`src/rtl/bk_save_ctrl_pkg.sv`:
```
// Shared types and constants for the backup-RAM save controller.
// Format header words and the slot-to-LBA mapping live here.
package bk_pkg;

  typedef enum logic [1:0] {
    IDLE,
    FORMAT,
    XFER_REQ,
    XFER_WAIT
  } bk_state_t;

  localparam int FMT_MAX = 8;

  // Entry 0 is the rightmost word.
  localparam logic [FMT_MAX-1:0][15:0] FMT_PATTERN = {
    16'h0000, 16'h0000, 16'h0000, 16'h0000,
    16'h8010, 16'h8800, 16'h4D42, 16'h5548
  };

  function automatic logic [31:0] lba_base(
    input logic [31:0] slot,
    input int unsigned sectors
  );
    return slot * 32'(sectors);
  endfunction

endpackage

```
`src/rtl/bk_save_ctrl_if.sv`:
```
// HPS sd_* block-transfer bundle between hps_io and the save controller.
// master = controller side, slave = HPS side.
interface bk_save_ctrl_if;
  logic [31:0] sd_lba;
  logic        sd_rd;
  logic        sd_wr;
  logic        sd_ack;
  logic [7:0]  sd_buff_addr;
  logic [15:0] sd_buff_dout;
  logic        sd_buff_wr;

  modport master (
    output sd_lba, sd_rd, sd_wr,
    input  sd_ack, sd_buff_addr,
    input  sd_buff_dout, sd_buff_wr
  );

  modport slave (
    input  sd_lba, sd_rd, sd_wr,
    output sd_ack, sd_buff_addr,
    output sd_buff_dout, sd_buff_wr
  );
endinterface

```
`src/rtl/bk_save_ctrl_sector_seq.sv`:
```
// Sector sequencer: sd_rd/sd_wr request vs sd_ack handshake,
// plus the sector index and LBA counters of one slot transfer.
module bk_sector_seq #(
  parameter int SECTORS = 16,
  parameter int IW      = 4
) (
  input  logic          clk_sys,
  input  logic          reset_n,
  input  logic          i_start,
  input  logic          i_load,
  input  logic [31:0]   i_base,
  input  logic          i_ena,
  input  logic          i_ack,
  output logic [IW-1:0] o_idx,
  output logic [31:0]   o_lba,
  output logic          o_rd,
  output logic          o_wr,
  output logic          o_ack_rise,
  output logic          o_next,
  output logic          o_done
);

  logic          r_go;
  logic          r_req;
  logic          r_wait;
  logic          r_load;
  logic          r_ack_q;
  logic [IW-1:0] r_idx;
  logic [31:0]   r_lba;

  logic w_rise, w_fall, w_last, w_done, w_next;

  assign w_rise = i_ack & ~r_ack_q & r_req;
  assign w_fall = ~i_ack & r_ack_q & r_wait;
  assign w_last = (r_idx == IW'(SECTORS - 1));
  assign w_done = w_fall & (w_last | ~i_ena);
  assign w_next = w_fall & ~w_done;

  always_ff @(posedge clk_sys or negedge reset_n) begin
    if (!reset_n) begin
      r_go    <= 1'b0;
      r_req   <= 1'b0;
      r_wait  <= 1'b0;
      r_load  <= 1'b0;
      r_ack_q <= 1'b0;
      r_idx   <= '0;
      r_lba   <= '0;
    end else begin
      r_ack_q <= i_ack;
      if (i_start) begin
        r_go   <= 1'b1;
        r_req  <= 1'b0;
        r_wait <= 1'b0;
        r_load <= i_load;
        r_idx  <= '0;
        r_lba  <= i_base;
      end else if (r_go) begin
        r_go  <= 1'b0;
        r_req <= 1'b1;
      end else if (w_rise) begin
        r_req  <= 1'b0;
        r_wait <= 1'b1;
      end else if (w_next) begin
        r_wait <= 1'b0;
        r_req  <= 1'b1;
        r_idx  <= r_idx + 1'b1;
        r_lba  <= r_lba + 32'd1;
      end else if (w_done) begin
        r_wait <= 1'b0;
      end
    end
  end

  // Request drops in the same cycle the HPS raises ack.
  assign o_rd       = r_req & r_load & ~i_ack;
  assign o_wr       = r_req & ~r_load & ~i_ack;
  assign o_idx      = r_idx;
  assign o_lba      = r_lba;
  assign o_ack_rise = w_rise;
  assign o_next     = w_next;
  assign o_done     = w_done;

endmodule

```
`src/rtl/bk_save_ctrl.sv`:
```
// Backup-RAM save/load/format controller with N slots and dirty tracking.
// Optional BK_AUTOSAVE_EN: OSD-open triggers a save of pending data.
module bk_save_ctrl
  import bk_pkg::*;
#(
  parameter int SECTORS   = 16,
  parameter int SLOTS     = 1,
  parameter int FMT_WORDS = 4
) (
  input  logic                      clk_sys,
  input  logic                      reset_n,
  input  logic                      ena,
  input  logic                      img_nz,
  input  logic                      dl_end,
  input  logic                      load_req,
  input  logic                      save_req,
  input  logic                      fmt_req,
  input  logic [$clog2(SLOTS):0]    slot,
  input  logic                      osd_status,
  input  logic                      autosave,
  input  logic                      cpu_wr,
  bk_save_ctrl_if.master            sd,
  output logic [$clog2(SECTORS)+7:0] ram_addr_b,
  output logic [15:0]               ram_din_b,
  output logic                      ram_we_b,
  output logic                      busy,
  output logic                      loading,
  output logic                      pending
);

  localparam int SW = $clog2(SLOTS) + 1;
  localparam int AW = $clog2(SECTORS) + 8;
  localparam int IW = (SECTORS > 1) ? $clog2(SECTORS) : 1;
  localparam int FW = (FMT_WORDS > 1) ? $clog2(FMT_WORDS) : 1;

  bk_state_t     r_state;
  logic [FW-1:0] r_fmt_cnt;
  logic [SW-1:0] r_slot;
  logic          r_load_q, r_save_q, r_fmt_q;

  logic          w_idle_ok, w_fmt_rise, w_load_rise, w_save_rise;
  logic          w_auto, w_fmt, w_load, w_save;
  logic [SW-1:0] w_slot_in, w_acc_slot;
  logic [IW-1:0] w_idx;
  logic [31:0]   w_lba;
  logic          w_ack_rise, w_next, w_done, w_xfer;
  logic [IW+7:0] w_xaddr;

  assign w_idle_ok   = (r_state == IDLE) & ena;
  assign w_fmt_rise  = fmt_req & ~r_fmt_q;
  assign w_load_rise = load_req & ~r_load_q;
  assign w_save_rise = save_req & ~r_save_q;

`ifdef BK_AUTOSAVE_EN
  logic r_osd_q;
  always_ff @(posedge clk_sys or negedge reset_n) begin
    if (!reset_n) r_osd_q <= 1'b0;
    else          r_osd_q <= osd_status;
  end
  assign w_auto = osd_status & ~r_osd_q & autosave & pending;
`else
  logic w_unused_autosave;
  assign w_unused_autosave = autosave;
  assign w_auto = 1'b0;
`endif

  assign w_fmt  = w_idle_ok & w_fmt_rise;
  assign w_load = w_idle_ok & ~w_fmt_rise &
                  (w_load_rise | (dl_end & img_nz));
  assign w_save = w_idle_ok & ~w_fmt_rise & ~w_load &
                  (w_save_rise | w_auto);

  // Autosave has no slot of its own and reuses the last one.
  assign w_slot_in  = (32'(slot) >= 32'(SLOTS)) ? '0 : slot;
  assign w_acc_slot = (w_save & ~w_save_rise) ? r_slot : w_slot_in;

  bk_sector_seq #(
    .SECTORS (SECTORS),
    .IW      (IW)
  ) u_seq (
    .clk_sys    (clk_sys),
    .reset_n    (reset_n),
    .i_start    (w_load | w_save),
    .i_load     (w_load),
    .i_base     (lba_base(32'(w_acc_slot), SECTORS)),
    .i_ena      (ena),
    .i_ack      (sd.sd_ack),
    .o_idx      (w_idx),
    .o_lba      (w_lba),
    .o_rd       (sd.sd_rd),
    .o_wr       (sd.sd_wr),
    .o_ack_rise (w_ack_rise),
    .o_next     (w_next),
    .o_done     (w_done)
  );

  assign sd.sd_lba = w_lba;

  always_ff @(posedge clk_sys or negedge reset_n) begin
    if (!reset_n) begin
      r_state   <= IDLE;
      r_fmt_cnt <= '0;
      r_slot    <= '0;
      r_load_q  <= 1'b0;
      r_save_q  <= 1'b0;
      r_fmt_q   <= 1'b0;
      busy      <= 1'b0;
      loading   <= 1'b0;
      pending   <= 1'b0;
    end else begin
      r_load_q <= load_req;
      r_save_q <= save_req;
      r_fmt_q  <= fmt_req;
      if (cpu_wr & ena & ~osd_status & ~loading)
        pending <= 1'b1;
      unique case (r_state)
        IDLE: begin
          if (w_fmt) begin
            r_state   <= FORMAT;
            r_fmt_cnt <= '0;
            busy      <= 1'b1;
            pending   <= 1'b1;
          end else if (w_load | w_save) begin
            r_state <= XFER_REQ;
            r_slot  <= w_acc_slot;
            busy    <= 1'b1;
            loading <= w_load;
            if (w_save) pending <= 1'b0;
          end
        end
        FORMAT: begin
          if (r_fmt_cnt == FW'(FMT_WORDS - 1)) begin
            r_state <= IDLE;
            busy    <= 1'b0;
          end else begin
            r_fmt_cnt <= r_fmt_cnt + 1'b1;
          end
        end
        XFER_REQ: begin
          if (w_ack_rise) r_state <= XFER_WAIT;
        end
        XFER_WAIT: begin
          if (w_done) begin
            r_state <= IDLE;
            busy    <= 1'b0;
            loading <= 1'b0;
            if (loading) pending <= 1'b0;
          end else if (w_next) begin
            r_state <= XFER_REQ;
          end
        end
        default: r_state <= IDLE;
      endcase
    end
  end

  assign w_xfer  = (r_state == XFER_REQ) | (r_state == XFER_WAIT);
  assign w_xaddr = {w_idx, sd.sd_buff_addr};

  always_comb begin
    ram_addr_b = '0;
    ram_din_b  = '0;
    if (w_xfer) begin
      ram_addr_b = AW'(w_xaddr);
      ram_din_b  = sd.sd_buff_dout;
    end else if (r_state == FORMAT) begin
      ram_addr_b = AW'(r_fmt_cnt);
      ram_din_b  = FMT_PATTERN[r_fmt_cnt];
    end
  end

  assign ram_we_b = (sd.sd_buff_wr & sd.sd_ack & loading) |
                    (r_state == FORMAT);

endmodule

```
`src/flat_wrapper.sv`:
```
// flat-port wrapper written by rule: the top's interface ports become plain ports
module bk_save_ctrl_flat import bk_pkg::*;
#(
  parameter int SECTORS   = 16,
  parameter int SLOTS     = 1,
  parameter int FMT_WORDS = 4
)
  (clk_sys, reset_n, ena, img_nz, dl_end, load_req, save_req, fmt_req, slot, osd_status, autosave, cpu_wr, ram_addr_b, ram_din_b, ram_we_b, busy, loading, pending, sd_sd_lba, sd_sd_rd, sd_sd_wr, sd_sd_ack, sd_sd_buff_addr, sd_sd_buff_dout, sd_sd_buff_wr);
  bk_save_ctrl_if sd_i ();
  input  logic clk_sys;
  input  logic reset_n;
  input  logic ena;
  input  logic img_nz;
  input  logic dl_end;
  input  logic load_req;
  input  logic save_req;
  input  logic fmt_req;
  input  logic [$clog2(SLOTS):0] slot;
  input  logic osd_status;
  input  logic autosave;
  input  logic cpu_wr;
  output logic [$clog2(SECTORS)+7:0] ram_addr_b;
  output logic [15:0] ram_din_b;
  output logic ram_we_b;
  output logic busy;
  output logic loading;
  output logic pending;
  output wire logic [$bits(sd_i.sd_lba)-1:0] sd_sd_lba;
  output wire logic [$bits(sd_i.sd_rd)-1:0] sd_sd_rd;
  output wire logic [$bits(sd_i.sd_wr)-1:0] sd_sd_wr;
  input wire logic [$bits(sd_i.sd_ack)-1:0] sd_sd_ack;
  input wire logic [$bits(sd_i.sd_buff_addr)-1:0] sd_sd_buff_addr;
  input wire logic [$bits(sd_i.sd_buff_dout)-1:0] sd_sd_buff_dout;
  input wire logic [$bits(sd_i.sd_buff_wr)-1:0] sd_sd_buff_wr;
  assign sd_sd_lba = sd_i.sd_lba;
  assign sd_sd_rd = sd_i.sd_rd;
  assign sd_sd_wr = sd_i.sd_wr;
  assign sd_i.sd_ack = sd_sd_ack;
  assign sd_i.sd_buff_addr = sd_sd_buff_addr;
  assign sd_i.sd_buff_dout = sd_sd_buff_dout;
  assign sd_i.sd_buff_wr = sd_sd_buff_wr;
  bk_save_ctrl #(.SECTORS(SECTORS), .SLOTS(SLOTS), .FMT_WORDS(FMT_WORDS)) u_core (.clk_sys(clk_sys), .reset_n(reset_n), .ena(ena), .img_nz(img_nz), .dl_end(dl_end), .load_req(load_req), .save_req(save_req), .fmt_req(fmt_req), .slot(slot), .osd_status(osd_status), .autosave(autosave), .cpu_wr(cpu_wr), .sd(sd_i), .ram_addr_b(ram_addr_b), .ram_din_b(ram_din_b), .ram_we_b(ram_we_b), .busy(busy), .loading(loading), .pending(pending));
endmodule
```
`config.mk`:
```
export PLATFORM = sky130hd
export DESIGN_NAME = bk_save_ctrl_flat
export DESIGN_NICKNAME = d
export VERILOG_FILES = /design/src/rtl/bk_save_ctrl_pkg.sv /design/src/rtl/bk_save_ctrl_if.sv /design/src/rtl/bk_save_ctrl_sector_seq.sv /design/src/rtl/bk_save_ctrl.sv /design/src/flat_wrapper.sv
export SDC_FILE = /design/constraint.sdc
export NUM_CORES = 1
export LEC_CHECK = 0
export ABC_AREA = 1
export CORE_MARGIN = 5
export CORE_UTILIZATION = 48
export CTS_CLUSTER_DIAMETER = 30
export DETAILED_ROUTE_END_ITERATION = 12
export PLACE_DENSITY = 0.81
export SKIP_CTS_REPAIR_TIMING = 1
export SLEW_MARGIN = 20
export SYNTH_ARGS = -nofsm -noshare
export SYNTH_HDL_FRONTEND = slang
export SYNTH_SLANG_ARGS = --single-unit
export TNS_END_PERCENT = 1
```
`constraint.sdc`:
```
create_clock -name clk_sys -period 1.9 [get_ports clk_sys]
set_input_delay 0.38 -clock clk_sys [delete_from_list [all_inputs] [get_ports clk_sys]]
set_output_delay 0.38 -clock clk_sys [all_outputs]
set_load 0.005 [all_outputs]
```
==> key figures <==
Timing
  – Setup violators final: 28
  – Final setup skew: 0.0126 ns
  – RSZ-0062 raised after global routing: true
  – Setup TNS: -3.07 ns
  – Worst-Margin Slew: approximately 0.53 ns
  – Fin. Hold Viols: 0
  – Slew HR: 0.645
  – Slew Viols, Final: 0
  – Post-layout min period: 2.08 ns
  – Worst setup margin: -0.177 ns
  – Highest Clock Rate: 482 MHz
  – Tcrit/Tclk final: 1.09

Routing
  – Vias: between 4k and 5k
  – First-pass DRT Iterations: 5
  – Final WL: 11,400 µm
  – Residual DRC count: 0
  – WL/cell: 14.7 µm
  – Via/cell ratio: 5.24
  – Post-DRT Antenna Nets: 0
  – Initial DRC count: 271

Setup path
  – Worst Setup SP: u_core.r_state[0]
  – Worst-path cell chain: inv_2 -> ha_4 -> nor2_4 -> buf_4 -> buf_8 -> buf_4 -> nor2_1 -> buf_2
  – Critical path class: register to primary output
  – Slowest cell delay on critical path: 0.48 ns
  – Worst setup SP type: register
  – Req. time, crit path: roughly 1.5 ns
  – Crit-path most repeated cell: buf_4
  – Top Family by Delay on Critical Path: buffers and inverters
  – Worst-path maximum fanout: 9
  – Crit path max-delay cell type: dfrtp_2
  – R2R Path Start: u_core.r_state[0]
  – WP data arrival: 1.70 ns
  – Worst path bufs/invs: 5
  – Setup crit end kind: primary output
  – Reg2Reg Setup Slack: 0.01 ns

Placed design
  – IO Port Bufs: roughly 100
  – GPL Wtd Cong: 0.950
  – HPWL Detailed: 8450 µm

Global routing
  – First-pass GRT wire length: 17,100 µm
  – Global route overflow: 0
  – Vias in the first global route: 3,783
  – Gr usage total: 0.235
  – Initial antenna violation count: 0
  – Largest net degree at the start of global routing: 31

Clock network
  – # clock sinks: 51
  – TritonCTS clock tree: yes
  – Max Root-Sink Buffers: 2
  – Clock slew at reported path FFs: 0.11 ns
  – H-tree depth: 2
  – CTS root buf: clkbuf_8
  – Clock Latency Late Sink: between 0.3 and 0.4 ns
  – TritonCTS Buffers: 5

Cells and area
  – Commonest non-fill, non-tap cells in the layout: nand2_1 (181), nor2_1 (76), clkdlybuf4s50_1 (68)
  – Share of post-route cells with drive strength above 1: 0.162
  – Fillers: about 610
  – Storage cell area: 1280 µm²
  – Commonest non-fill, non-tap cell in the layout: nand2_1
  – Inserted Diodes: 0
  – Multi-input logic area: 2030 µm²
  – Synth-to-layout area growth: 44.1%
  – Layout Nets: 725

Status
  – Run status: finished with violations
  – Failing checks: setup timing

Die
  – FP Rows: 31
  – Die W: 95.7 µm
  – Number of I/O pins: 104
  – Die area: 9150 µm²
  – Die Y: 95.7 µm
  – Core Box Area: 7210 µm²
  – Initial core utilization: 0.488

Power and ir drop
  – Net Sw Power: 1830 µW
  – Lkg Pwr: 0.00247 µW
  – Total power per unit cell area: 922 nW/µm²
  – Tot Pwr: 4680 µW
  – Comb power frac: 0.533
  – Reg power frac: 0.301
  – VDD IR max: 0.716 mV
  – Clk network pwr share: 0.167
  – Internal Power: 2850 µW
  – Sw frac: 0.392

Min path
  – Hold Path Class: input port to async pin

Synth
  – Synth warn: 0
  – Post-synth net total: 592
  – Mean Syn Cell Area: 6.48 µm²
  – Post-Syn Area: 3520 µm²
  – Sequential area share after synthesis: 0.362
  – #FFs+latches synth: roughly 50
  – Distinct cell type count after synthesis: 28
  – Mapped Cells: about 540

Run
  – Max-cap violation count: 0
## worst register-to-register path: stages, from the launching register on
cell        delay [ns]
dfrtp_2           0.46
inv_2             0.08
buf_4             0.14
buf_6             0.11
ha_4              0.16
nand2_2           0.07
a21oi_2           0.05
o21ai_2           0.06
buf_6             0.17
buf_12            0.15
clkinvlp_4        0.14
o31ai_1           0.22
## sequential cells by signal, summed over array words and instances, names as in the netlist
signal and count:
u_core.u_seq.r_wait 1, u_core.u_seq.r_ack_q 1, u_core.loading 1, u_core.r_save_q 1
u_core.r_fmt_q 1, u_core.u_seq.r_req 1, u_core.pending 1, u_core.busy 1
u_core.u_seq.r_load 1, u_core.u_seq.o_lba 32, u_core.r_load_q 1, u_core.u_seq.r_go 1
u_core.u_seq.o_idx 4, u_core.r_fmt_cnt 2, u_core.r_state 2
## kinds of logic after synthesis
group / Yosys count / synth area share
AOI/OAI and AO/OA: 58 / 0.0870
xor gates and xnor gates: 4 / 0.00994
adders and majority gates: 10 / 0.0355
buffers and inverters: 83 / 0.100
DFF: 51 / 0.362
and+or+nand+nor: 338 / 0.405
## layout make-up
| cell class | count | share of cell area |
|---|---|---|
| Sequential cell | 51 | 0.252 |
| Clock inverter | 2 | 0.00739 |
| Tap cell | 99 | 0.0244 |
| Timing Repair Buffer | 141 | 0.252 |
| Inverter | 68 | 0.0515 |
| Clock buffer | 5 | 0.0136 |
| Multi-Input combinational cell | 410 | 0.399 |
## cell usage after synthesis, drive strengths merged
| library cell | count | area, µm² |
|---|---|---|
| nand3 | 36 | 180 |
| nor2 | 85 | 327 |
| a21oi | 10 | 53.8 |
| inv | 68 | 255 |
| nand2 | 186 | 713 |
| a31o | 1 | 8.76 |
| nor3b | 1 | 7.51 |
| or2 | 2 | 12.5 |
| buf | 9 | 76.3 |
| dfrtp | 51 | 1280 |
| nor3 | 4 | 20.0 |
| xor2 | 4 | 35.0 |
| nand3b | 3 | 35.0 |
| clkbuf | 6 | 22.5 |
| nand4 | 21 | 131 |
| o31ai | 2 | 15.0 |
| o21ai | 45 | 229 |
| ha | 10 | 125 |
## worst paths after layout
path                                           to  cells past startpoint
setup reg to reg            u_core.u_seq.o_lba[3]                     11
hold / removal             u_core.u_seq.o_lba[24]                      1
max in group asynchronous       u_core.r_state[1]                      2
hold reg to reg                       u_core.busy                      2
setup / recovery                     ram_din_b[9]                      8
min in group clk_sys         u_core.u_seq.r_ack_q                      1
## stage by stage
stage | hold WS [ns] | util | cell area [µm²] | std cells | setup WS, ns
global placement | 0.389 | 0.665 | 4800 | 758 | -0.207
detailed placement | 0.389 | 0.665 | 4800 | 758 | -0.252
floorplan | 0.0844 | - | 3520 | 544 | 0.113
CTS | 0.0463 | 0.680 | 4900 | 765 | -0.594
global route | 0.0657 | 0.704 | 5080 | 776 | -0.242
finish | 0.0224 | 0.704 | 5080 | 776 | -0.177
## power groups by stage
stage,combinational [µW],sequential [µW],clock [µW]
after floorplan,1030,1380,0
after global placement,2100,1390,0
after detailed placement,2160,1390,0
after CTS,2170,1380,784
after global routing,2740,1420,832
final,2490,1410,779
## metal layers
layer / global-route usage / routed length, µm / vias to the layer above
li1: - / - / 1985
met1: 0.272 / 4450 / 1911
met2: 0.447 / 6080 / 147
met3: 0.0434 / 659 / 21
met4: 0.0474 / 192 / 0
met5: 0 / 0 / -
Power figures use the tool's default switching activity.
